`src/rtl/axi2mem_pkg.sv`:
```
// Shared definitions for the axi2mem read/write channels: AXI response codes,
// write-channel FSM states and the TCDM command-queue geometry.
package axi2mem_pkg;

  localparam logic [1:0] AXI_RESP_OKAY   = 2'b00;
  localparam logic [1:0] AXI_RESP_SLVERR = 2'b10;

  localparam int unsigned TCDM_PORTS    = 2;
  localparam int unsigned TCDM_ID_WIDTH = 6;

  typedef enum logic {
    WR_IDLE,
    WR_RUN
  } wr_state_e;

endpackage

```
`src/rtl/axi2mem_buffer.sv`:
```
// Small synchronous FIFO. Used by the write channel to hold pending B responses.
// Push while full is ignored unless a pop happens in the same cycle.
module axi2mem_buffer #(
  parameter int unsigned DATA_WIDTH = 5,
  parameter int unsigned DEPTH      = 4
) (
  input  logic                  clk_i,
  input  logic                  rst_ni,
  input  logic                  push_i,
  input  logic [DATA_WIDTH-1:0] data_i,
  input  logic                  pop_i,
  output logic [DATA_WIDTH-1:0] data_o,
  output logic                  empty_o,
  output logic                  full_o
);

  localparam int unsigned PTR_W = (DEPTH > 1) ? $clog2(DEPTH) : 1;
  localparam int unsigned CNT_W = $clog2(DEPTH + 1);
  localparam logic [PTR_W-1:0] LAST_IDX = PTR_W'(DEPTH - 1);

  logic [DATA_WIDTH-1:0] mem_q [DEPTH];
  logic [PTR_W-1:0]      wr_ptr_q, rd_ptr_q;
  logic [CNT_W-1:0]      cnt_q;
  logic                  do_push, do_pop;

  function automatic logic [PTR_W-1:0] next_ptr(input logic [PTR_W-1:0] ptr);
    return (ptr == LAST_IDX) ? '0 : ptr + 1'b1;
  endfunction

  assign empty_o = (cnt_q == '0);
  assign full_o  = (cnt_q == CNT_W'(DEPTH));
  assign do_pop  = pop_i && !empty_o;
  assign do_push = push_i && (!full_o || pop_i);
  assign data_o  = mem_q[rd_ptr_q];

  // Pointer and occupancy bookkeeping.
  always_ff @(posedge clk_i or negedge rst_ni) begin
    if (!rst_ni) begin
      wr_ptr_q <= '0;
      rd_ptr_q <= '0;
      cnt_q    <= '0;
    end else begin
      // NOTE: state is updated with non-blocking assignments so every flop samples pre-edge values.
      if (do_push) wr_ptr_q <= next_ptr(wr_ptr_q);
      if (do_pop)  rd_ptr_q <= next_ptr(rd_ptr_q);
      case ({do_push, do_pop})
        2'b10:   cnt_q <= cnt_q + 1'b1;
        2'b01:   cnt_q <= cnt_q - 1'b1;
        default: cnt_q <= cnt_q;
      endcase
    end
  end

  // Storage array, written on push.
  // NOTE: the storage has no reset; emptiness is tracked by the counter, so stale contents are never observed.
  always_ff @(posedge clk_i) begin
    if (do_push) mem_q[wr_ptr_q] <= data_i;
  end

endmodule

```
`src/rtl/axi2mem_wr_channel.sv`:
```
// AXI4 write-side slave channel of axi2mem. Each 64-bit W beat becomes two
// 32-bit TCDM write requests issued together; one B response per burst is
// queued in a small FIFO. Optional build macro AXI2MEM_WR_SLVERR_EN enables
// w_last checking with SLVERR reporting.
module axi2mem_wr_channel
  import axi2mem_pkg::*;
#(
  parameter int unsigned AXI_ADDR_WIDTH = 32,
  parameter int unsigned AXI_DATA_WIDTH = 64,
  parameter int unsigned AXI_ID_WIDTH   = 3,
  parameter int unsigned AXI_USER_WIDTH = 6,
  parameter int unsigned B_FIFO_DEPTH   = 4
) (
  input  logic                                      clk_i,
  input  logic                                      rst_ni,
  input  logic                                      axi_slave_aw_valid_i,
  input  logic [AXI_ADDR_WIDTH-1:0]                 axi_slave_aw_addr_i,
  input  logic [7:0]                                axi_slave_aw_len_i,
  input  logic [2:0]                                axi_slave_aw_size_i,
  input  logic [1:0]                                axi_slave_aw_burst_i,
  input  logic [AXI_ID_WIDTH-1:0]                   axi_slave_aw_id_i,
  input  logic [AXI_USER_WIDTH-1:0]                 axi_slave_aw_user_i,
  output logic                                      axi_slave_aw_ready_o,
  input  logic                                      axi_slave_w_valid_i,
  input  logic [AXI_DATA_WIDTH-1:0]                 axi_slave_w_data_i,
  input  logic [AXI_DATA_WIDTH/8-1:0]               axi_slave_w_strb_i,
  input  logic                                      axi_slave_w_last_i,
  output logic                                      axi_slave_w_ready_o,
  output logic                                      axi_slave_b_valid_o,
  output logic [1:0]                                axi_slave_b_resp_o,
  output logic [AXI_ID_WIDTH-1:0]                   axi_slave_b_id_o,
  output logic [AXI_USER_WIDTH-1:0]                 axi_slave_b_user_o,
  input  logic                                      axi_slave_b_ready_i,
  output logic [TCDM_PORTS-1:0]                     trans_req_o,
  output logic [TCDM_PORTS-1:0][31:0]               trans_add_o,
  output logic [TCDM_PORTS-1:0][TCDM_ID_WIDTH-1:0]  trans_id_o,
  output logic [TCDM_PORTS-1:0]                     trans_last_o,
  output logic [TCDM_PORTS-1:0][31:0]               trans_wdata_o,
  output logic [TCDM_PORTS-1:0][3:0]                trans_be_o,
  input  logic [TCDM_PORTS-1:0]                     trans_gnt_i
);

  localparam int unsigned B_WIDTH = AXI_ID_WIDTH + 2;

  wr_state_e               state_q, state_d;
  logic [31:0]             base_q, base_d;
  logic [7:0]              len_q, len_d;
  logic [7:0]              count_q, count_d;
  logic [AXI_ID_WIDTH-1:0] id_q, id_d;
  logic                    live_q;
  logic                    aw_accept, beat_fire, is_last, b_push, b_pop, b_full, b_empty;
  logic [1:0]              push_resp;
  logic [B_WIDTH-1:0]      b_rdata;
  logic [31:0]             beat_addr;
  logic                    unused_inputs;
`ifdef AXI2MEM_WR_SLVERR_EN
  logic                    err_q, err_d, beat_err;
`endif

  assign is_last   = (count_q == len_q);
  assign beat_addr = base_q + 32'({count_q, 3'b000});

  // FSM state and burst context registers; live_q keeps aw_ready low while in reset.
  always_ff @(posedge clk_i or negedge rst_ni) begin
    if (!rst_ni) begin
      state_q <= WR_IDLE;
      base_q  <= '0;
      len_q   <= '0;
      count_q <= '0;
      id_q    <= '0;
      live_q  <= 1'b0;
`ifdef AXI2MEM_WR_SLVERR_EN
      err_q   <= 1'b0;
`endif
    end else begin
      state_q <= state_d;
      base_q  <= base_d;
      len_q   <= len_d;
      count_q <= count_d;
      id_q    <= id_d;
      live_q  <= 1'b1;
`ifdef AXI2MEM_WR_SLVERR_EN
      err_q   <= err_d;
`endif
    end
  end

  // Next-state and handshake logic: take AW in IDLE, stream W beats in RUN.
  always_comb begin
    // NOTE: every signal gets a default first so no path through the block infers a latch.
    state_d              = state_q;
    base_d               = base_q;
    len_d                = len_q;
    count_d              = count_q;
    id_d                 = id_q;
    axi_slave_aw_ready_o = 1'b0;
    axi_slave_w_ready_o  = 1'b0;
    aw_accept            = 1'b0;
    beat_fire            = 1'b0;
    b_push               = 1'b0;
    push_resp            = AXI_RESP_OKAY;
`ifdef AXI2MEM_WR_SLVERR_EN
    err_d                = err_q;
    beat_err             = 1'b0;
`endif
    case (state_q)
      WR_IDLE: begin
        // A free FIFO slot here is the reservation for this burst's B response.
        axi_slave_aw_ready_o = live_q && !b_full;
        aw_accept            = axi_slave_aw_valid_i && live_q && !b_full;
        if (aw_accept) begin
          base_d  = {axi_slave_aw_addr_i[31:3], 3'b000};
          len_d   = axi_slave_aw_len_i;
          id_d    = axi_slave_aw_id_i;
          count_d = '0;
`ifdef AXI2MEM_WR_SLVERR_EN
          err_d   = 1'b0;
`endif
          state_d = WR_RUN;
        end
      end
      WR_RUN: begin
        // Both TCDM ports must grant; a partial grant holds the beat untouched.
        beat_fire           = axi_slave_w_valid_i && (trans_gnt_i == 2'b11);
        axi_slave_w_ready_o = beat_fire;
`ifdef AXI2MEM_WR_SLVERR_EN
        beat_err  = beat_fire && (axi_slave_w_last_i != is_last);
        err_d     = err_q | beat_err;
        push_resp = (err_q || beat_err) ? AXI_RESP_SLVERR : AXI_RESP_OKAY;
`endif
        if (beat_fire) begin
          if (is_last) begin
            b_push  = 1'b1;
            state_d = WR_IDLE;
          end else begin
            count_d = count_q + 8'd1;
          end
        end
      end
      default: state_d = WR_IDLE;
    endcase
  end

  // TCDM request fan-out; all fields are zero when no beat is issued.
  always_comb begin
    trans_req_o   = '0;
    trans_add_o   = '0;
    trans_id_o    = '0;
    trans_last_o  = '0;
    trans_wdata_o = '0;
    trans_be_o    = '0;
    if (beat_fire) begin
      trans_req_o      = {TCDM_PORTS{1'b1}};
      trans_add_o[0]   = beat_addr;
      trans_add_o[1]   = beat_addr + 32'd4;
      trans_id_o[0]    = TCDM_ID_WIDTH'(id_q);
      trans_id_o[1]    = TCDM_ID_WIDTH'(id_q);
      trans_last_o     = {TCDM_PORTS{is_last}};
      trans_wdata_o[0] = axi_slave_w_data_i[31:0];
      trans_wdata_o[1] = axi_slave_w_data_i[63:32];
      trans_be_o[0]    = axi_slave_w_strb_i[3:0];
      trans_be_o[1]    = axi_slave_w_strb_i[7:4];
    end
  end

  assign b_pop = axi_slave_b_valid_o && axi_slave_b_ready_i;

  axi2mem_buffer #(
    .DATA_WIDTH (B_WIDTH),
    .DEPTH      (B_FIFO_DEPTH)
  ) i_b_fifo (
    .clk_i   (clk_i),
    .rst_ni  (rst_ni),
    .push_i  (b_push),
    .data_i  ({id_q, push_resp}),
    .pop_i   (b_pop),
    .data_o  (b_rdata),
    .empty_o (b_empty),
    .full_o  (b_full)
  );

  assign axi_slave_b_valid_o = !b_empty;
  assign axi_slave_b_id_o    = b_rdata[B_WIDTH-1:2];
  assign axi_slave_b_resp_o  = b_rdata[1:0];
  assign axi_slave_b_user_o  = '0;

  // Beats are always 8 bytes and always INCR, so size, burst, user and the
  // low address bits carry no information here.
`ifdef AXI2MEM_WR_SLVERR_EN
  assign unused_inputs = ^{axi_slave_aw_size_i, axi_slave_aw_burst_i,
                           axi_slave_aw_user_i, axi_slave_aw_addr_i[2:0]};
`else
  assign unused_inputs = ^{axi_slave_aw_size_i, axi_slave_aw_burst_i,
                           axi_slave_aw_user_i, axi_slave_aw_addr_i[2:0],
                           axi_slave_w_last_i};
`endif

endmodule

```
`config.mk`:
```
export PLATFORM = sky130hd
export DESIGN_NAME = axi2mem_wr_channel
export DESIGN_NICKNAME = d
export VERILOG_FILES = /design/src/rtl/axi2mem_pkg.sv /design/src/rtl/axi2mem_buffer.sv /design/src/rtl/axi2mem_wr_channel.sv
export SDC_FILE = /design/constraint.sdc
export NUM_CORES = 1
export LEC_CHECK = 0
export BUFFER_PORTS_ARGS = -buffer_cell sky130_fd_sc_hd__buf_2
export CORE_AREA = 2 2 116 118
export CTS_CLUSTER_SIZE = 14
export DETAILED_ROUTE_END_ITERATION = 8
export DIE_AREA = 0 0 118 120
export HOLD_SLACK_MARGIN = 0.15
export PLACE_DENSITY = 0.82
export SYNTH_ARGS = -nofsm -noshare
export SYNTH_HDL_FRONTEND = slang
export SYNTH_SLANG_ARGS = --single-unit
export TNS_END_PERCENT = 20
```
`constraint.sdc`:
```
create_clock -name clk_i -period 3.25 [get_ports clk_i]
set_input_delay 0 -clock clk_i [delete_from_list [all_inputs] [get_ports clk_i]]
set_output_delay 0 -clock clk_i [all_outputs]
set_load 0.03 [all_outputs]
```
* After elaboration in Yosys (flattened, before gate mapping)
Memories as Yosys holds them, arrays and structs flattened. Index checks and enable logic that the tools add are counted.
Storage, ports and cells: bits of input ports 134, word-level logic and storage cells 66, memories kept 1, register bits 57, output and inout bits 166, bits in writable memories 12
Cells by class: equality and inequality tests 10, mux-type cells 24, bitwise logic cells 1, add/sub/neg operators 7, reductions and logical operators 14
Memory list:
- i_b_fifo.mem_q | depth 4, bits a word 3, read ports 1, clocked after memory_dff 0, wr ports 1, line axi2mem_buffer.sv:21 | logic [DATA_WIDTH-1:0] mem_q [DEPTH];
Operators with widths (count):
- $mux W64 | 2
- $add A32 B11 Y32 | 1
- $add A32 B3 Y32 const B | 1
- $mux W8 | 4
- $pmux W8 S2 | 1
- $mux W1 | 10
- $mux W9 | 1
- $add A8 B1 Y8 const B | 1
- $eq A2 B2 Y1 const B | 4
- $eq A8 B8 Y1 | 1
- $mux W2 | 4
- $logic_and A1 B1 Y1 | 7
- $pmux W3 S2 | 1
- $add A2 B1 Y2 const B | 2
- $ne A2 B2 Y1 const B | 2
- $add A3 B1 Y3 const B | 1
- $eq A3 B3 Y1 const B | 1
- $logic_not A3 Y1 | 1
- $reduce_and A3 Y1 | 1
- $sub A3 B1 Y3 const B | 1
- $eq A2 B1 Y1 const B | 1
- $logic_not A1 Y1 | 2
- $ne A2 B1 Y1 const B | 1
- $pmux W1 S2 | 1
- 4 further kinds | 4

* Depth between registers and ports, before layout
depth after elaboration 7, depth in mapped cells 11, depth with buffers taken out 11

* By module
From an unflattened synthesis, not the netlist that was laid out.
Unflattened totals: cells, all modules 596, area, all modules 5272.6 um2
Modules (own cells, without submodules):
- axi2mem_wr_channel | seq. area each 1251.2 um2, instances 1, cells each 529, area an instance 4088.9 um2
- axi2mem_buffer | seq. area each 775.7 um2, instances 1, cells each 67, area an instance 1183.6 um2

* Worst setup path after synthesis
OpenSTA, ideal clock, no wires.
kind register -> output, from register count_q[0], to output port trans_add_o[59] in the netlist's numbering, arrival 2.950 ns, data required time 3.250 ns, buffers on the path 1, cell stages (with the launch flop) 10, path slack 0.300 ns, path through dfrtp_1 > ha_1 > inv_1 > fa_1 > and2b_2 > o2111ai_2 > a31o_4 > or4_1 > a21oi_1 > buf_4
RTL lines:
- start: declaration | line axi2mem_wr_channel.sv:48 | logic [7:0] count_q, count_d;
- start signal: assignment | line axi2mem_wr_channel.sv:79 | count_q <= count_d;
- end: declaration | line axi2mem_wr_channel.sv:35 | output logic [TCDM_PORTS-1:0][31:0] trans_add_o,

==> impl_metrics.py <==
metrics = {
    "logic_synthesis": {
        "syn_inst": 581,
        "netlist.area_leader.share": 0.2903,
        "synth_edf_count": 12,
        "synth_xor_area_frac": 0.02852,
        "synth_most_common_cell": "nand2_1",
        "synthMuxAreaShare": 0.04507,
        "synth_top_family_by_area": "simple AND/OR/NAND/NOR gates",
        "syn_avg_cell_area_um2": 8.457,
        "async_flop_share": 0.8261,
        "yosys-top-cells-area": "dfrtp_1 (29%), nand2_1 (11%), and2_1 (10%), buf_4 (8.4%), edfxtp_1 (7.3%)",
        "synth_commonest_cells": "nand2_1 (147), and2_1 (80), dfrtp_1 (57)",
        "ys_ff_latch": 69,
        "ys_warn_count": 0,
        "synth_top_cell_by_area": "dfrtp_1",
        "synth_compound_area_frac": 0.09015,
        "synth.cell_area_um2": 4913,
        "yosys.area_share.simple": 0.3099,
        "synth_fa_ha_area_frac": 0.04635,
        "synth.yosys.seq_area_share": 0.3636,
        "synth_ff_type": "dfrtp_1",
        "ys_types": 53,
    },
    "drt": {
        "routedWlPerCell_um": 16.30,
        "vias": 4926,
        "maxUsedRoutingLayer": "met4",
        "dr.first_iter.drc_count": 282,
        "wirelength_met1_um": 6578,
        "dr.pass1.iters": 5,
        "drc": 0,
        "ant_nets": 0,
        "finalWirelength_um": 16790,
        "via_per_inst": 4.783,
        "met3_length_um": 1312,
        "met2_length_um": 8489,
    },
    "cells_and_area": {
        "drive_gt1_frac": 0.3658,
        "fillers": 1222,
        "syn2layout_area_growth_pct": 39.22,
        "stdcell_area_um2": 6840,
        "final_nets": 999,
    },
    "sta": {
        "setup_ws_ns": 0.1180,
        "tightest_slew_ns": 1.042,
        "finalCritPeriodShare": 0.9637,
        "hold-worst-slack_ns": 0.3487,
        "rsz0062_at_grt": "true",
        "maxSlewHeadroom": 0.3055,
        "finalHoldViolCount": 0,
        "skew_ns": 0.005988,
        "fin_crit_ns": 3.132,
        "setup_viol": 0,
        "slew_viol_final": 0,
        "max_freq_mhz": 319.3,
    },
    "critical_path": {
        "slowest_delay_ns": 0.54,
        "path_class": "reg -> out",
        "r2r-end": "i_b_fifo.cnt_q[2]$_DFFE_PN0P_",
        "reg2reg_depth": 11,
        "path_cells": "ha_1, inv_1, fa_1, and2b_2, o2111ai_2, a31o_4, or4_1, a21oi_2, buf_2",
        "regToRegStartpoint": "count_q[3]$_DFFE_PN0P_",
        "crit_fanout": 18,
        "r2r_setup_slack_ns": 0.62,
        "startpoint": "count_q[0]$_DFFE_PN0P_",
        "start_kind": "flip-flop",
        "cp.depth": 9,
        "worst_ep_arrival_time_ns": 3.13,
        "endpoint": "trans_add_o[21]",
        "critPathCaptureType": "output pin",
        "path_delay_family": "simple AND/OR/NAND/NOR gates",
        "crit_buf_inv": 2,
        "crit_path_top_delay_cell": "or4_1",
        "worst_ep_required_time_ns": 3.25,
    },
    "grt": {
        "grt_max_degree": 53,
        "grt_pass1_wl_um": 25270,
        "grt-ovfl-total": 0,
        "grt_pass1_vias": 4505,
        "antenna_found_initial": 2,
        "groute.usage.overall": 0.2317,
    },
    "power": {
        "p_leak_nw": 3.724,
        "p_per_area_nw_per_um2": 639.0,
        "ir_drop_mv": 0.2634,
    },
    "flow_run": {
        "drv_cap": 0,
    },
    "clock_network": {
        "cts_buffers": 9,
        "cts-root-buf": "clkbuf_16",
        "cts_max_level": 3,
        "clock-sinks": 69,
        "cts_tree": "yes",
        "cts.path.max_buffers": 2,
        "path_clk_slew_ns": 0.06,
        "post-cts-setup-buffers": 0,
        "insertion_delay_ns": 0.34,
    },
    "placement": {
        "pre_cts_ws_ns": 0.3891,
        "dp_hpwl_um": 12880,
        "gp_congestion": 0.8692,
        "io_buffers": 265,
        "postPlaceCellArea_um2": 6077,
    },
    "die": {
        "die_h_um": 120,
        "core-area_um2": 12980,
        "die_w_um": 118,
        "die_area_um2": 14160,
        "ios": 300,
        "initial_utilization": 0.3785,
        "rows": 42,
    },
    "outcome": {
        "outcome": "finished, final reports clean",
    },
    "hold_path": {
        "hp-class": "in -> out",
    },
}
[metrics by stage]
step | util | cells | power [mW] | TNS, ns
global placement | 0.4682 | 968 | 3.271 | 0
finish | 0.5270 | 1030 | 4.371 | 0
global route | 0.5270 | 1030 | 4.654 | -0.002646
CTS | 0.5259 | 1029 | 4.378 | 0
detailed placement | 0.4682 | 968 | 3.340 | 0
floorplan | - | 599 | 2.851 | 0
[metal layers]
layer	track usage	up-vias
li1	-	2390
met1	0.2756	2294
met2	0.4044	213
met3	0.06559	29
met4	0.07455	0
met5	0	-
[cells by family (layout without fill, tap and decap cells)]
| group | Yosys count | count (layout) |
|---|---|---|
| compound gates | 65 | 65 |
| mux | 18 | 18 |
| other cells | 2 | 21 |
| flops | 69 | 69 |
| buf+inv | 94 | 348 |
| fa+ha+maj | 17 | 17 |
| xor+xnor | 16 | 16 |
| simple gates | 300 | 300 |
[area by class of cell]
type / instances / area, um2 / share of cell area
Inverter: 15 / 56.30 / 0.008231
Sequential cell: 69 / 1788 / 0.2614
Clock inverter: 7 / 73.82 / 0.01079
Timing Repair Buffer: 317 / 1832 / 0.2678
Tap cell: 176 / 220.2 / 0.03219
Antenna cell: 1 / 2.502 / 0.0003658
Multi-Input combinational cell: 436 / 2643 / 0.3863
Clock buffer: 9 / 225.2 / 0.03292
[worst min-delay path: cells and delay by family]
kind,cells,cell delay (ns)
buf+inv,2,0.25
simple gates,1,0.09
[report_power, final]
part / total (mW) / switching [mW] / internal, mW
combinational: 1.78 / 1.10 / 0.684
clock: 0.984 / 0.389 / 0.595
sequential: 1.61 / 0.382 / 1.22
total: 4.37 / 1.87 / 2.50
[layout by cell type, fill, tap and decap left out, types with 5 or more instances in the layout]
| cell | netlist | routed |
|---|---|---|
| dlygate4sd3_1 | 0 | 45 |
| a21oi_1 | 19 | 17 |
| ha_1 | 15 | 15 |
| buf_2 | 4 | 264 |
| edfxtp_1 | 12 | 12 |
| nand3_1 | 6 | 6 |
| nand4_1 | 9 | 9 |
| nor2_1 | 14 | 14 |
| xor2_1 | 11 | 11 |
| nand2_1 | 147 | 147 |
| a21o_1 | 6 | 6 |
| buf_4 | 55 | 7 |
| or2_2 | 8 | 8 |
| conb_1 | 2 | 20 |
| mux2i_1 | 12 | 12 |
| xnor2_1 | 5 | 5 |
| inv_1 | 15 | 14 |
| or3_1 | 6 | 6 |
| and2_1 | 80 | 80 |
| o21ai_0 | 15 | 15 |
| dfrtp_1 | 57 | 56 |
| o31ai_1 | 5 | 5 |
| clkbuf_16 | 0 | 9 |
[flip-flops by register name, indices dropped and copies added (netlist names)]
register           cells
live_q                 1
i_b_fifo.wr_ptr_q      2
id_q                   3
count_q                8
len_q                  8
i_b_fifo.rd_ptr_q      2
base_q                29
i_b_fifo.mem_q        12
state_q                1
i_b_fifo.cnt_q         3
[worst min path at each step]
stage	slack, ns	end	depth (start not counted)	from
global route	0.36	trans_be_o[2]	3	axi_slave_w_strb_i[2]
CTS	0.33	state_q$_DFF_PN0_	5	axi_slave_aw_valid_i
finish	0.35	trans_wdata_o[60]	3	axi_slave_w_data_i[60]
detailed placement	0.19	base_q[5]$_DFFE_PN0P_	3	axi_slave_aw_addr_i[5]
floorplan	-0.30	base_q[10]$_DFFE_PN0P_	0	rst_ni
global placement	0.19	base_q[26]$_DFFE_PN0P_	3	axi_slave_aw_addr_i[26]
[repair_timing]
action                     4_1_cts  5_1_grt
setup endpoints to repair        0        8
hold endpoints to repair        88        0
hold buffers                    45        0
gates resized for setup          0        4
(Power assumes the default switching activity.)
